$ cat src/rtl/reg_bank_uart_rw.sv
// UART-configured register bank: 2-byte write commands, 1-byte read commands, byte-wide read replies.
// Build option: define REG_BANK_READBACK_EN to enable read replies (SEND state and tx path).

module reg_bank_uart_rx #(
  parameter int CLKS_PER_BIT = 142
) (
  input  logic       clk_in,
  input  logic       rst_in_n,
  input  logic       rx_in,
  output logic       rx_dv,
  output logic [7:0] rx_data
);

  localparam int CNT_W = $clog2(CLKS_PER_BIT);
  localparam logic [CNT_W-1:0] BIT_LAST  = CNT_W'(CLKS_PER_BIT - 1);
  localparam logic [CNT_W-1:0] HALF_LAST = CNT_W'(CLKS_PER_BIT / 2 - 1);

  typedef enum logic [1:0] {R_IDLE, R_START, R_DATA, R_STOP} rx_state_t;

  rx_state_t        state_q;
  logic [1:0]       sync_q;
  logic [CNT_W-1:0] clk_cnt_q;
  logic [2:0]       bit_idx_q;
  logic [7:0]       data_q;
  logic             rx_s;

  assign rx_s    = sync_q[1];
  assign rx_data = data_q;

  // NOTE: state is updated with non-blocking assignments so every flop samples
  // the pre-edge value of its neighbours, exactly as the hardware does.
  always_ff @(posedge clk_in or negedge rst_in_n) begin
    if (!rst_in_n) begin
      sync_q    <= 2'b11;
      state_q   <= R_IDLE;
      clk_cnt_q <= '0;
      bit_idx_q <= '0;
      data_q    <= '0;
      rx_dv     <= 1'b0;
    end else begin
      sync_q <= {sync_q[0], rx_in};
      rx_dv  <= 1'b0;
      case (state_q)
        R_IDLE: begin
          clk_cnt_q <= '0;
          bit_idx_q <= '0;
          if (!rx_s) state_q <= R_START;
        end
        R_START: begin
          // Re-check the line at mid start bit to reject glitches.
          if (clk_cnt_q == HALF_LAST) begin
            clk_cnt_q <= '0;
            state_q   <= rx_s ? R_IDLE : R_DATA;
          end else begin
            clk_cnt_q <= clk_cnt_q + 1'b1;
          end
        end
        R_DATA: begin
          if (clk_cnt_q == BIT_LAST) begin
            clk_cnt_q <= '0;
            data_q    <= {rx_s, data_q[7:1]};
            bit_idx_q <= bit_idx_q + 1'b1;
            if (bit_idx_q == 3'd7) state_q <= R_STOP;
          end else begin
            clk_cnt_q <= clk_cnt_q + 1'b1;
          end
        end
        R_STOP: begin
          if (clk_cnt_q == BIT_LAST) begin
            clk_cnt_q <= '0;
            rx_dv     <= rx_s;
            state_q   <= R_IDLE;
          end else begin
            clk_cnt_q <= clk_cnt_q + 1'b1;
          end
        end
        default: state_q <= R_IDLE;
      endcase
    end
  end

endmodule

module reg_bank_uart_rw #(
  parameter int                    CLKS_PER_BIT = 142,
  parameter int                    NUM_REGS     = 8,
  parameter logic [NUM_REGS*8-1:0] RESET_VALS   = 64'h0000_0000_0000_C000,
  parameter int                    TIMEOUT_CLKS = 5680
) (
  input  logic                  clk_in,
  input  logic                  rst_in_n,
  input  logic                  rx_in,
  output logic [NUM_REGS*8-1:0] regs_out,
  output logic [NUM_REGS-1:0]   wr_strobe_out,
  output logic [7:0]            tx_data_out,
  output logic                  tx_valid_out,
  input  logic                  tx_ready_in,
  output logic                  err_out
);

  localparam int ADDR_W = $clog2(NUM_REGS);
  localparam int TO_W   = $clog2(TIMEOUT_CLKS);
  localparam logic [TO_W-1:0] TO_LAST    = TO_W'(TIMEOUT_CLKS - 1);
  localparam logic [7:0]      NUM_REGS_B = 8'(NUM_REGS);

`ifdef REG_BANK_READBACK_EN
  typedef enum logic [1:0] {S_IDLE, S_GET_DATA, S_SEND} state_t;
`else
  typedef enum logic [1:0] {S_IDLE, S_GET_DATA} state_t;
`endif

  state_t              state_q;
  logic [6:0]          cmd_addr_q;
  logic [ADDR_W-1:0]   cmd_idx;
  logic [TO_W-1:0]     to_cnt_q;
  logic [7:0]          regs_q [NUM_REGS];
  logic [NUM_REGS-1:0] wr_strobe_q;
  logic                err_q;
  logic                tx_valid_q;
  logic [7:0]          tx_data_q;
  logic                rx_dv;
  logic [7:0]          rx_data;

  reg_bank_uart_rx #(.CLKS_PER_BIT(CLKS_PER_BIT)) u_rx (
    .clk_in  (clk_in),
    .rst_in_n(rst_in_n),
    .rx_in   (rx_in),
    .rx_dv   (rx_dv),
    .rx_data (rx_data)
  );

  function automatic logic in_range(input logic [6:0] addr);
    return {1'b0, addr} < NUM_REGS_B;
  endfunction

  assign cmd_idx = cmd_addr_q[ADDR_W-1:0];

  // NOTE: the bank is built from flops, not RAM, so every entry takes its
  // reset image on rst_in_n; downstream logic relies on those defaults.
  always_ff @(posedge clk_in or negedge rst_in_n) begin
    if (!rst_in_n) begin
      state_q     <= S_IDLE;
      cmd_addr_q  <= '0;
      to_cnt_q    <= '0;
      wr_strobe_q <= '0;
      err_q       <= 1'b0;
      tx_valid_q  <= 1'b0;
      tx_data_q   <= '0;
      for (int i = 0; i < NUM_REGS; i++) regs_q[i] <= RESET_VALS[8*i +: 8];
    end else begin
      wr_strobe_q <= '0;
      err_q       <= 1'b0;
      case (state_q)
        S_IDLE: begin
          if (rx_dv) begin
            cmd_addr_q <= rx_data[6:0];
            to_cnt_q   <= '0;
            if (!rx_data[7]) begin
              state_q <= S_GET_DATA;
`ifdef REG_BANK_READBACK_EN
            end else if (in_range(rx_data[6:0])) begin
              state_q <= S_SEND;
`endif
            end else begin
              err_q <= 1'b1;
            end
          end
        end
        S_GET_DATA: begin
          // A data byte landing on the timeout cycle wins over the timeout.
          if (rx_dv) begin
            state_q <= S_IDLE;
            if (in_range(cmd_addr_q)) begin
              regs_q[cmd_idx]      <= rx_data;
              wr_strobe_q[cmd_idx] <= 1'b1;
            end else begin
              err_q <= 1'b1;
            end
          end else if (to_cnt_q == TO_LAST) begin
            err_q   <= 1'b1;
            state_q <= S_IDLE;
          end else begin
            to_cnt_q <= to_cnt_q + 1'b1;
          end
        end
`ifdef REG_BANK_READBACK_EN
        S_SEND: begin
          if (rx_dv) err_q <= 1'b1;
          if (!tx_valid_q) begin
            tx_valid_q <= 1'b1;
            tx_data_q  <= regs_q[cmd_idx];
          end else if (tx_ready_in) begin
            tx_valid_q <= 1'b0;
            state_q    <= S_IDLE;
          end
        end
`endif
        default: state_q <= S_IDLE;
      endcase
    end
  end

  for (genvar g = 0; g < NUM_REGS; g++) begin : g_regs_out
    assign regs_out[8*g +: 8] = regs_q[g];
  end

  assign wr_strobe_out = wr_strobe_q;
  assign err_out       = err_q;

`ifdef REG_BANK_READBACK_EN
  assign tx_valid_out = tx_valid_q;
  assign tx_data_out  = tx_data_q;
`else
  logic unused_tx;
  assign unused_tx    = tx_ready_in ^ tx_valid_q ^ (^tx_data_q);
  assign tx_valid_out = 1'b0;
  assign tx_data_out  = '0;
`endif

endmodule

$ cat config.mk
export PLATFORM = sky130hd
export DESIGN_NAME = reg_bank_uart_rw
export DESIGN_NICKNAME = d
export VERILOG_FILES = /design/src/rtl/reg_bank_uart_rw.sv
export SDC_FILE = /design/constraint.sdc
export NUM_CORES = 1
export LEC_CHECK = 0
export ABC_AREA = 1
export CORE_ASPECT_RATIO = 1.75
export CORE_MARGIN = 3
export CORE_UTILIZATION = 45
export DETAILED_ROUTE_END_ITERATION = 12
export PLACE_DENSITY_LB_ADDON = 0.25
export SLEW_MARGIN = 20
export SYNTH_ARGS = -nofsm -noshare
export SYNTH_HDL_FRONTEND = slang
export SYNTH_HIERARCHICAL = 1
export SYNTH_SLANG_ARGS = --single-unit
$ cat constraint.sdc
create_clock -name clk_in -period 1.8 [get_ports clk_in]
set_input_delay 0.18 -clock clk_in [delete_from_list [all_inputs] [get_ports clk_in]]
set_output_delay 0.18 -clock clk_in [all_outputs]
set_load 0.005 [all_outputs]
==> impl_results.md <==
* Status: finished clean
* Register bit total from synthesis at 118
* Dpl hpwl at 8630 um
* Core ar. at 11290 sq um
* Cell count after synthesis at 531
* Synth top area cells: dfrtp_1 54%, nand2_1 9.2%, o21ai_2 8.8%, nand3_1 3.0%, inv_1 2.4%
* Top-count cell post-synth: nand2_1
* CP Class: register to primary output
* RSZ-0062 raised after global routing: no
* Share of cells above drive strength 1 at 0.2241
* Chip height at 149.1 um
* CTS Sinks at 118
* Power Dens Cells at 917.4 nW/um^2
* Crit path max-delay family: flip-flops
* Fin nets at 635
* Io pins at 86
* Synth async-reset ratio at 1.000
* Synth Cell Area at 5264 sq um
* DR vias/cell at 5.008
* Synth top cells by count: 129 x nand2_1, 114 x dfrtp_1, 53 x o21ai_2
* Post-route DRC at 0
* Die W at 87.76 um
* Initial Util at 0.4660
* Tmin final at 1.640 ns
* Yosys cell types at 36
* Final wirelength at 12100 um
* Syn avg cell area at 9.913 sq um
* Maximum root-to-sink buffer count at 2
* Fmax at 609.8 MHz
* CP Max Fanout at 2
* Top-area cell type share of the netlist area at 0.5420
* Area leader, netlist: dfrtp_1
* Worst path bufs/invs at 1
* Critical-path cell list: clkdlybuf4s50_1
* Gr usage total at 0.2037
* Crit path capture type: primary output
* Final Skew at 0.006381 ns
* First-pass GRT wire length at 20040 um
* Via count at 3856
* Drt wl/cell at 15.72 um
* Final setup violation count at 0
* Number of flops mapped to enable cells by yosys at 0
* Cell Rows at 51
* Placed cell area at 6153 sq um
* Antenna cells at 0
* Die ar. at 13080 sq um
* GRT overflow at 0
* Peak supply drop at 690.0 uV
* Seq/Total Area, Yosys at 0.5619
* Clock transition at path regs at 0.05 ns
* Vias in the first global route at 3868
* Final period util at 0.9110
* CTS buffer count at 17
* Req. time, crit path at 1.62 ns
* Clk root buf: clkbuf_16
* HP Class: primary input to register
* DR pass1 iterations at 5
* GP Congestion at 0.8741
* Largest net degree at the start of global routing at 36
* Post-CTS setup repair buffer count at 0
* Core Util, Final at 0.6003
* Initial antenna violation count at 0
* Layout area overhead at 28.81%
* Design Area, Final at 6780 sq um
* Slew margin rel. at 0.6369
* Worst slew pin tran at 0.5441 ns
* Port bufs at 75
* R2R setup slack at 0.20 ns
* 1st-iter DRT viols at 205
* # Max-Cap Violations at 0
* Crit-path slowest cell: dfstp_2
* Arr. time, crit path at 1.46 ns
* TNS Setup at 0 ns
* Pleak at 3.150 nW
* Htree depth at 4
* Worst Setup Start Kind: register
* Final slew viol count at 0
* CTS tree: yes
* Final Hold Viols at 0
* Clk Latency, worst-skew pair at 0.41 ns
* Top FF cell, synth: dfrtp_1
* Ys Warns at 6
* Final ANT Viol Nets at 0
* Max incr delay on CP at 0.54 ns
-- layer usage --
metal  GRT usage  part of all wire  wire [um]  up-vias
li1            -                 -          -     1900
met1      0.2343              0.39       4678     1874
met2      0.3550              0.56       6832       65
met3     0.04975             0.026        309       17
met4     0.08372             0.023        283        0
met5           0                 0          0        -
-- worst paths after layout --
path,cells past startpoint,end,start
max,1,regs_out[15],regs_out[15]
min,1,u_rx/sync_q[0],rx_in
max reg2reg,9,u_rx/clk_cnt_q[5],u_rx/clk_cnt_q[1]
min reg2reg,0,u_rx/sync_q[1],u_rx/sync_q[0]
max in group asynchronous,3,regs_out[15],rst_in_n
min in group asynchronous,2,wr_strobe_out[3],rst_in_n
-- layout make-up --
class                      count  area (sq um)
clock buffer                  22         454.2
clock inverter                10         152.6
fill                         948          4514
inverter                      46         175.2
multi-input combinational    352          1987
sequential                   118          2958
tap                          132         165.2
timing repair buffer          90         888.4
-- through the flow --
step                      worst slack (ns)  power, mW  hold slack [ns]  std cells
after CTS                           0.1373      6.262           0.1607        770
after floorplan                     0.3572      2.726          -0.1156        539
after global routing               0.03866      6.392           0.1740        770
after detailed placement            0.1602      2.782           0.1611        737
final                               0.1602      6.220           0.1716        770
after global placement              0.1971      2.780           0.1571        737
-- cells in the final DEF (no fill, tap or decap), types with 5 or more instances in the layout --
master           synthesis  layout
inv_1                   33      33
buf_4                    9      13
inv_2                   12      12
clkbuf_16                0      17
conb_1                   1       9
nor2_1                  30      29
ha_1                     6       6
o21ai_0                 15      15
clkdlybuf4s50_1          0      74
nor2_2                   4       5
nand2_2                  7       8
clkinv_2                 0       5
nand2_1                129     128
o21ai_1                 17      17
nand3_1                 32      31
nand2_4                  7       7
dfrtp_1                114     114
a21oi_1                 17      17
o21ai_2                 53      53
-- repair_timing --
item,CTS,global route
hold buffers,1,0
resized for setup,0,3
setup endpoints to repair,0,14
hold endpoints to repair,30,0
-- cell families (layout without fill, tap and decap cells) --
| group | Yosys count | in the layout | share of synthesized area |
|---|---|---|---|
| flops | 118 | 118 | 0.5619 |
| simple gates | 226 | 226 | 0.2056 |
| fa+ha+maj | 6 | 6 | 0.01426 |
| xor+xnor | 6 | 6 | 0.009985 |
| buf+inv | 69 | 168 | 0.06822 |
| compound gates | 105 | 105 | 0.1393 |
| other cells | 1 | 9 | 0.0007124 |
-- state kept, by name, summed over array words and instances (netlist names), named ones only --
| name | cells |
|---|---|
| u_rx/state_q | 1 |
| cmd_addr_q | 7 |
| u_rx/bit_idx_q | 3 |
| err_out | 1 |
| u_rx/clk_cnt_q | 8 |
| u_rx/sync_q | 2 |
| state_q | 1 |
| wr_strobe_out | 8 |
| u_rx/rx_data | 8 |
| to_cnt_q | 13 |
| u_rx/rx_dv | 1 |
| regs_out | 64 |
-- power breakdown --
group / switching [mW] / internal [mW] / leakage [nW]
Clock: 1.15 / 2.34 / 0.298
Combinational: 0.0584 / 0.0154 / 1.23
Sequential: 0.00120 / 2.66 / 1.62
(Power assumes the default switching activity.)
